### src/rtl/lsu_mem_port.sv
// ---------------------------------------------------------------------------
// lsu_mem_port
//
// Load/store unit front end for the 16-bit word-addressed data RAM. It takes
// one load or store at a time from the execute stage, decides whether the
// address belongs to the data RAM or to the memory-mapped I/O window, pulses
// exactly one access strobe for one cycle, and hands back a registered
// response.
//
// Ports:
//   clk, rst_n                 clock and asynchronous active-low reset
//   req_valid/req_ready        request handshake from the CPU
//   req_we/req_addr/req_wdata  request contents (1 = store, 0 = load)
//   resp_valid/resp_ready      response handshake back to the CPU
//   resp_rdata/resp_is_io      load data (0 for stores) and target flag
//   mem_read/mem_write         data RAM strobes
//   mem_addr/mem_wdata         data RAM address and write data
//   mem_rdata                  data RAM read data (combinational)
//   io_read/io_write           I/O window strobes
//   io_addr/io_wdata           I/O register offset and write data
//   io_rdata                   I/O read data (combinational)
// ---------------------------------------------------------------------------
module lsu_mem_port #(
    parameter logic [15:0] MMIO_BASE = 16'hFF00,
    parameter int          IO_AW     = 8
) (
    input  logic             clk,
    input  logic             rst_n,
    input  logic             req_valid,
    output logic             req_ready,
    input  logic             req_we,
    input  logic [15:0]      req_addr,
    input  logic [15:0]      req_wdata,
    output logic             resp_valid,
    input  logic             resp_ready,
    output logic [15:0]      resp_rdata,
    output logic             resp_is_io,
    output logic             mem_read,
    output logic             mem_write,
    output logic [15:0]      mem_addr,
    output logic [15:0]      mem_wdata,
    input  logic [15:0]      mem_rdata,
    output logic             io_read,
    output logic             io_write,
    output logic [IO_AW-1:0] io_addr,
    output logic [15:0]      io_wdata,
    input  logic [15:0]      io_rdata
);

    typedef enum logic [1:0] {
        IDLE,
        ACCESS,
        RESP
    } state_t;

    state_t           state;
    logic             ready_en;
    logic             lat_we;
    logic             lat_is_io;
    logic             handshake;
    logic             req_is_io;
    logic [IO_AW-1:0] io_offset;

    // ready_en is cleared by reset and set on the first clock afterwards, so
    // req_ready stays low for as long as reset is held without feeding the
    // reset net itself into the datapath.
    assign req_ready = ready_en && ((state == IDLE) || ((state == RESP) && resp_ready));
    assign handshake = req_valid && req_ready;
    assign req_is_io = (req_addr >= MMIO_BASE);
    assign io_offset = IO_AW'(req_addr - MMIO_BASE);

    // Single state machine: request capture, the one-cycle access strobe and
    // the response register all live here. The address and write-data outputs
    // only change on a capture, which happens in IDLE or RESP where every
    // strobe is low, so they are stable for the whole strobe cycle.
    always_ff @(posedge clk or negedge rst_n) begin
        if (!rst_n) begin
            state      <= IDLE;
            ready_en   <= 1'b0;
            lat_we     <= 1'b0;
            lat_is_io  <= 1'b0;
            resp_valid <= 1'b0;
            resp_rdata <= 16'h0000;
            resp_is_io <= 1'b0;
            mem_read   <= 1'b0;
            mem_write  <= 1'b0;
            mem_addr   <= 16'h0000;
            mem_wdata  <= 16'h0000;
            io_read    <= 1'b0;
            io_write   <= 1'b0;
            io_addr    <= '0;
            io_wdata   <= 16'h0000;
        end else begin
            ready_en <= 1'b1;

            if (handshake) begin
                lat_we    <= req_we;
                lat_is_io <= req_is_io;
                mem_addr  <= req_addr;
                mem_wdata <= req_wdata;
                io_addr   <= io_offset;
                io_wdata  <= req_wdata;
                mem_read  <= !req_is_io && !req_we;
                mem_write <= !req_is_io &&  req_we;
                io_read   <=  req_is_io && !req_we;
                io_write  <=  req_is_io &&  req_we;
            end

            case (state)
                IDLE: begin
                    if (handshake) begin
                        state <= ACCESS;
                    end
                end
                ACCESS: begin
                    mem_read   <= 1'b0;
                    mem_write  <= 1'b0;
                    io_read    <= 1'b0;
                    io_write   <= 1'b0;
                    resp_valid <= 1'b1;
                    resp_is_io <= lat_is_io;
                    if (lat_we) begin
                        resp_rdata <= 16'h0000;
                    end else if (lat_is_io) begin
                        resp_rdata <= io_rdata;
                    end else begin
                        resp_rdata <= mem_rdata;
                    end
                    state <= RESP;
                end
                RESP: begin
                    if (resp_ready) begin
                        resp_valid <= 1'b0;
                        if (req_valid) begin
                            state <= ACCESS;
                        end else begin
                            state <= IDLE;
                        end
                    end
                end
                default: begin
                    state <= IDLE;
                end
            endcase
        end
    end

endmodule

### config.mk
export PLATFORM = sky130hd
export DESIGN_NAME = lsu_mem_port
export DESIGN_NICKNAME = d
export VERILOG_FILES = /design/src/rtl/lsu_mem_port.sv
export SDC_FILE = /design/constraint.sdc
export NUM_CORES = 1
export LEC_CHECK = 0
export BUFFER_PORTS_ARGS = -buffer_cell sky130_fd_sc_hd__buf_2
export CORE_ASPECT_RATIO = 0.8
export CORE_MARGIN = 1
export CORE_UTILIZATION = 45
export CTS_BUF_LIST = sky130_fd_sc_hd__clkbuf_4 sky130_fd_sc_hd__clkbuf_8
export CTS_CLUSTER_DIAMETER = 60
export DETAILED_ROUTE_END_ITERATION = 6
export PLACE_DENSITY = 0.82
export SETUP_SLACK_MARGIN = 0.02
export SYNTH_ARGS = -nofsm -noshare
export SYNTH_HDL_FRONTEND = slang
export SYNTH_SLANG_ARGS = --single-unit
### constraint.sdc
create_clock -name clk -period 2 [get_ports clk]
set_input_delay 0.2 -clock clk [delete_from_list [all_inputs] [get_ports clk]]
set_output_delay 0.2 -clock clk [all_outputs]
set_load 0.005 [all_outputs]
==> reports/results.ini, run 1 <==
[clock_network]
cts-buffers-inserted = 9
cts.sinks = 59
htree_levels = 3
cts_resized = 0
clk_pin_slew_worst_paths_ns = 0.07
clock_latency_ns = 0.33
clockBufferDepth = 2
cts_setup_buffers = 0
cts-root-buf = clkbuf_8
cts_tree = yes

[cells_and_area]
drive_gt1_frac = 0.596
fin_area_mm2 = 0.00349
antenna_cells = 0
fin_nets = 408
area_growth_syn_to_layout_pct = 34.3

[logic_synthesis]
yosysSeqAreaShare = 0.568
syn_avg_cell_area_um2 = 12.6
yosysWarnings = 0
synth_cell_type_count = 25
postSynthCellCount = 206
synth_nets = 275
ys_ff_latch = 59
syn_area_mm2 = 0.00260

[timing]
setup_tns_ns = 0
worst_hold_slack_ns = 0.0896
setup_violations = 0
slew_viol_final = 0
fin_crit_sh = 0.833
hold_viol_final = 0
fmax_ghz = 0.600
slew_headroom = 0.628
worst_pin_slew_ns = 0.558
grt_setup_unrepaired = false
clock_skew_ns = 0.00843
period_needed_ns = 1.67

[worst_setup_path]
cp-start-kind = flop
critical_path_arrival_ns = 1.88
cp.required_ns = 2.22
path_class = flop to flop
endpoint_kind = flop
path_max_fanout = 10

[routing]
wl_per_cell_um = 13.2
first_pass_iters = 4
wl_um = 5550
viasPerCell = 4.70
drc = 0
first_iter_violations = 68
num_vias = 1984
ant_nets = 0

[placement]
placed_area_mm2 = 0.00325
io_buffers = 147
globalplace.congestion = 0.724
hpwl_um = 4210

[run]
cap_viol_max_count = 0

[floorplanning]
fp.dieH_um = 70.0
fp-row-count = 24
dieArea_mm2 = 0.00608
core_area_mm2 = 0.00550
ios = 148
die_x_um = 87.0
initial_utilization = 0.473

[worst_hold_path]
hp-class = input port to flop

[status]
status = completed

[global_routing]
grt_overflow = 0
grt_max_degree = 38
antenna_found_initial = 0
grt.total_usage = 0.199
grt_first_pass_wirelength_um = 9120
grt_pass1_vias = 1987

[power_and_ir_drop]
peakVddDrop_mv = 0.602
p_per_area_mw_per_mm2 = 1200
p_leak_uw = 0.00176

[logic make-up (layout without fill, tap and decap cells)]
| group | count (synthesis) | after routing | share of synthesized area |
|---|---|---|---|
| AO/OA/AOI/OAI | 27 | 27 | 0.0578 |
| buffers and inverters | 35 | 173 | 0.0948 |
| flip-flops | 59 | 59 | 0.568 |
| multiplexers | 50 | 50 | 0.209 |
| other | 1 | 1 | 0.00144 |
| AND/OR/NAND/NOR | 34 | 34 | 0.0689 |
[layer usage]
layer / GRT usage / vias up / wire (µm)
met4: 0.0667 / 0 / 18
met2: 0.350 / 96 / 2790
met1: 0.220 / 933 / 2300
li1: - / 953 / -
met5: 0 / - / 0
met3: 0.0733 / 2 / 440
[cell usage after synthesis]
cell	instances	area, µm²
a21oi_1	3	15.0
or4b_1	1	10.0
nand2b_1	6	37.5
dfrtp_1	59	1480
mux2i_1	16	160
nor3_1	1	5.00
o311ai_0	2	17.5
or3_1	1	6.26
o21ai_0	18	90.1
and2b_4	1	10.0
o22ai_1	2	12.5
mux2_2	33	372
nor2_1	1	3.75
o31ai_1	2	15.0
or2_2	1	6.26
mux2_1	1	11.3
nand4_1	2	12.5
buf_6	3	33.8
inv_1	3	11.3
buf_4	24	180
clkbuf_1	3	11.3
conb_1	1	3.75
nand2_1	19	71.3
buf_2	2	10.0
nor3_4	1	16.3
[final timing paths]
| kind | start | end | slack [ns] | cells past startpoint |
|---|---|---|---|---|
| min in group asynchronous | rst_n | io_wdata[5] | 0.40 | 2 |
| worst max-delay path | state[0] | mem_addr[15] | 0.33 | 3 |
| worst max register to register | state[0] | mem_addr[15] | 0.33 | 3 |
| max in group asynchronous | rst_n | io_wdata[14] | 1.02 | 3 |
| worst min-delay path | req_we | mem_read | 0.09 | 2 |
| worst min register to register | resp_rdata[15] | resp_rdata[15] | 0.47 | 2 |
[critical path, stage by stage, from the launching register on]
cell and delay [ns]:
dfrtp_1 0.42, nand2b_1 0.25, or3_1 0.54, mux2_2 0.34
[placed cells by master, fill, tap and decap left out, types with 2 or more instances in the layout]
master,Yosys,final
buf_2,2,147
o31ai_1,2,2
nand2_1,19,19
clkinv_2,0,3
mux2i_1,16,16
inv_1,3,3
bufinv_16,0,2
o22ai_1,2,2
nand4_1,2,2
o311ai_0,2,2
buf_4,24,5
o21ai_0,18,18
nand2b_1,6,6
mux2_2,33,33
dfrtp_1,59,59
a21oi_1,3,3
clkbuf_8,0,11
[where the power goes]
group          switching [µW]  internal, µW  leakage (µW)  total, µW
sequential                217          1580      0.000723       1800
combinational             505           649      0.000921       1150
clock                     457           763      0.000119       1220
[area by class of cell]
| class | count | area (µm²) |
|---|---|---|
| Fill cell | 479 | 2000 |
| Sequential cell | 59 | 1480 |
| Multi-Input combinational cell | 112 | 876 |
| Timing Repair Buffer | 154 | 803 |
| Clock buffer | 11 | 151 |
| Tap cell | 78 | 97.6 |
| Clock inverter | 5 | 75.1 |
| Inverter | 3 | 11.3 |
[metrics by stage]
| stage | util | cells | total power (µW) | setup slack, ns |
|---|---|---|---|---|
| after floorplan | - | 206 | 2490 | 0.400 |
| after global placement | 0.592 | 405 | 2950 | 0.411 |
| after detailed placement | 0.592 | 405 | 3000 | 0.334 |
| after CTS | 0.635 | 422 | 4240 | 0.319 |
| after global routing | 0.635 | 422 | 4460 | 0.212 |
| final | 0.635 | 422 | 4170 | 0.333 |
[state kept, by name (all words and copies together) (netlist names), 2 cells and up]
register / flops
io_wdata: 16
mem_addr: 16
resp_rdata: 16
state: 2
[repair_timing]
item,in CTS,in global routing
endpoints found under the setup margin,0,0
endpoints found under the hold margin,22,0
hold buffers,1,0
Note: power is estimated with default switching activity, not from simulation.
==> inputs of run 2 (changes only) <==
==> constraint.sdc (replaced) <==
create_clock -name clk -period 1.6 [get_ports clk]
set_input_delay 0.16 -clock clk [delete_from_list [all_inputs] [get_ports clk]]
set_output_delay 0.16 -clock clk [all_outputs]
set_load 0.005 [all_outputs]
==> run 2 against run 1 <==
Critical path depth increased by 1. Routed wire length decreased by 3.1%. Critical path type unchanged. Sequential cell count unchanged. Sequential share of layout area increased by 0.15 points. Count of clock-buffer cells in the layout increased by 2. Highest routed layer unchanged. Clock skew decreased by 0.0011 ns. Via count increased by 1.4%. Die area unchanged. Largest power group unchanged. Largest cell class unchanged. Cell count unchanged. Setup slack got worse by 0.21 ns. Worst hold slack got worse by 0.046 ns.
==> reports/results.ini, run 2 (synthesis results as in run 1) <==
[timing]
clock_skew_ns = 0.00738
slew_headroom = 0.662
fmax_ghz = 0.675
period_needed_ns = 1.48
hold_viol_final = 0
fin_ws_ns = 0.119
fin_crit_sh = 0.926
setup_violations = 0
grt_setup_unrepaired = false
slew_viol_final = 0
worst_pin_slew_ns = 0.508

[routing]
wl_per_cell_um = 12.7
wl_um = 5380
num_vias = 2012
first_iter_violations = 75
viasPerCell = 4.77
first_pass_iters = 4
ant_nets = 0
drc = 0

[power_and_ir_drop]
peakVddDrop_mv = 0.777
p_per_area_mw_per_mm2 = 1420
p_leak_uw = 0.00176
p_total_uw = 4930

[global_routing]
antenna_found_initial = 0
grt_overflow = 0
grt_first_pass_wirelength_um = 8920
grt.total_usage = 0.193
grt_pass1_vias = 1926
grt_max_degree = 44

[clock_network]
cts-buffers-inserted = 9
clock_latency_ns = 0.33
htree_levels = 3
cts_tree = yes
clk_pin_slew_worst_paths_ns = 0.06
cts-root-buf = clkbuf_8
clockBufferDepth = 2
cts.sinks = 59

[worst_setup_path]
critical_path_arrival_ns = 1.69
path_class = flop to flop
cp.required_ns = 1.81
path_max_fanout = 24
cp-start-kind = flop
endpoint_kind = flop

[run]
cap_viol_max_count = 0

[status]
status = completed

[placement]
hpwl_um = 4070
globalplace.congestion = 0.741
pre_cts_ws_ns = -0.0229
io_buffers = 147
placed_area_mm2 = 0.00328

[cells_and_area]
antenna_cells = 0
fin_area_mm2 = 0.00348
layout_common_cells = 147 x buf_2, 59 x dfrtp_1, 32 x mux2_2
drive_gt1_frac = 0.602
area_growth_syn_to_layout_pct = 33.8
largest_registers = io_wdata x16, mem_addr x16, resp_rdata x16
fin_nets = 409
final_common_cell = buf_2

[floorplanning]
fp.dieH_um = 70.0
fp-row-count = 24
initial_utilization = 0.473
ios = 148
dieArea_mm2 = 0.00608
die_x_um = 87.0
core_area_mm2 = 0.00550

[worst_hold_path]
hp-class = input port to flop

-- run 2: cell types whose count changed in the layout (fill, tap and decap cells not counted), sizes merged --
cell,previous run,this run
bufinv,2,0
buf,153,154
clkbuf,11,13
clkinv,3,2
-- run 2: metal layers --
| metal | global-route usage | vias up | wire length, µm |
|---|---|---|---|
| met3 | 0.0851 | 4 | 400 |
| met5 | 0 | - | 0 |
| met1 | 0.214 | 953 | 2130 |
| met4 | 0.0481 | 0 | 29 |
| met2 | 0.338 | 98 | 2820 |
| li1 | - | 957 | - |
-- run 2: critical path, stage by stage, from the launching register on --
cell	delay, ns
dfrtp_1	0.37
nand2b_2	0.24
nor3_4	0.19
buf_12	0.20
mux2_2	0.35
-- run 2: stage by stage --
stage / std cells / utilization / hold WS (ns) / setup TNS, ns
global route: 422 / 0.633 / 0.0406 / 0
CTS: 422 / 0.633 / 0.0257 / 0
finish: 422 / 0.633 / 0.0441 / 0
floorplan: 206 / - / -0.136 / -0.00218
detailed placement: 406 / 0.597 / 0.110 / -0.0858
global placement: 406 / 0.597 / 0.103 / 0
-- run 2: power breakdown --
part	total, µW	switching [µW]	leakage, µW	internal, µW
sequential	2250	268	0.000723	1980
clock	1210	520	0.0000987	692
combinational	1470	643	0.000936	830
total	4930	1430	0.00176	3500
-- run 2: final timing paths --
check / startpoint / endpoint / slack, ns / depth (start not counted)
worst max-delay path: state[0] / mem_addr[5] / 0.12 / 4
worst min-delay path: req_addr[4] / mem_addr[4] / 0.04 / 2
worst max register to register: state[0] / mem_addr[5] / 0.12 / 4
worst min register to register: resp_rdata[12] / resp_rdata[12] / 0.48 / 2
max in group asynchronous: rst_n / io_wdata[8] / 0.75 / 3
min in group asynchronous: rst_n / mem_addr[14] / 0.29 / 2
-- run 2: timing repair --
item	CTS	global route
endpoints found under the hold margin	16	0
hold buffers	1	0
endpoints found under the setup margin	8	17
buffers inserted	0	0
gates resized for setup	1	1
-- run 2: layout make-up --
type,instances,area [µm²]
Fill cell,453,2020
Sequential cell,59,1480
Multi-Input combinational cell,112,887
Timing Repair Buffer,155,823
Clock buffer,13,173
Tap cell,78,97.6
Inverter,3,11.3
Clock inverter,2,10.0
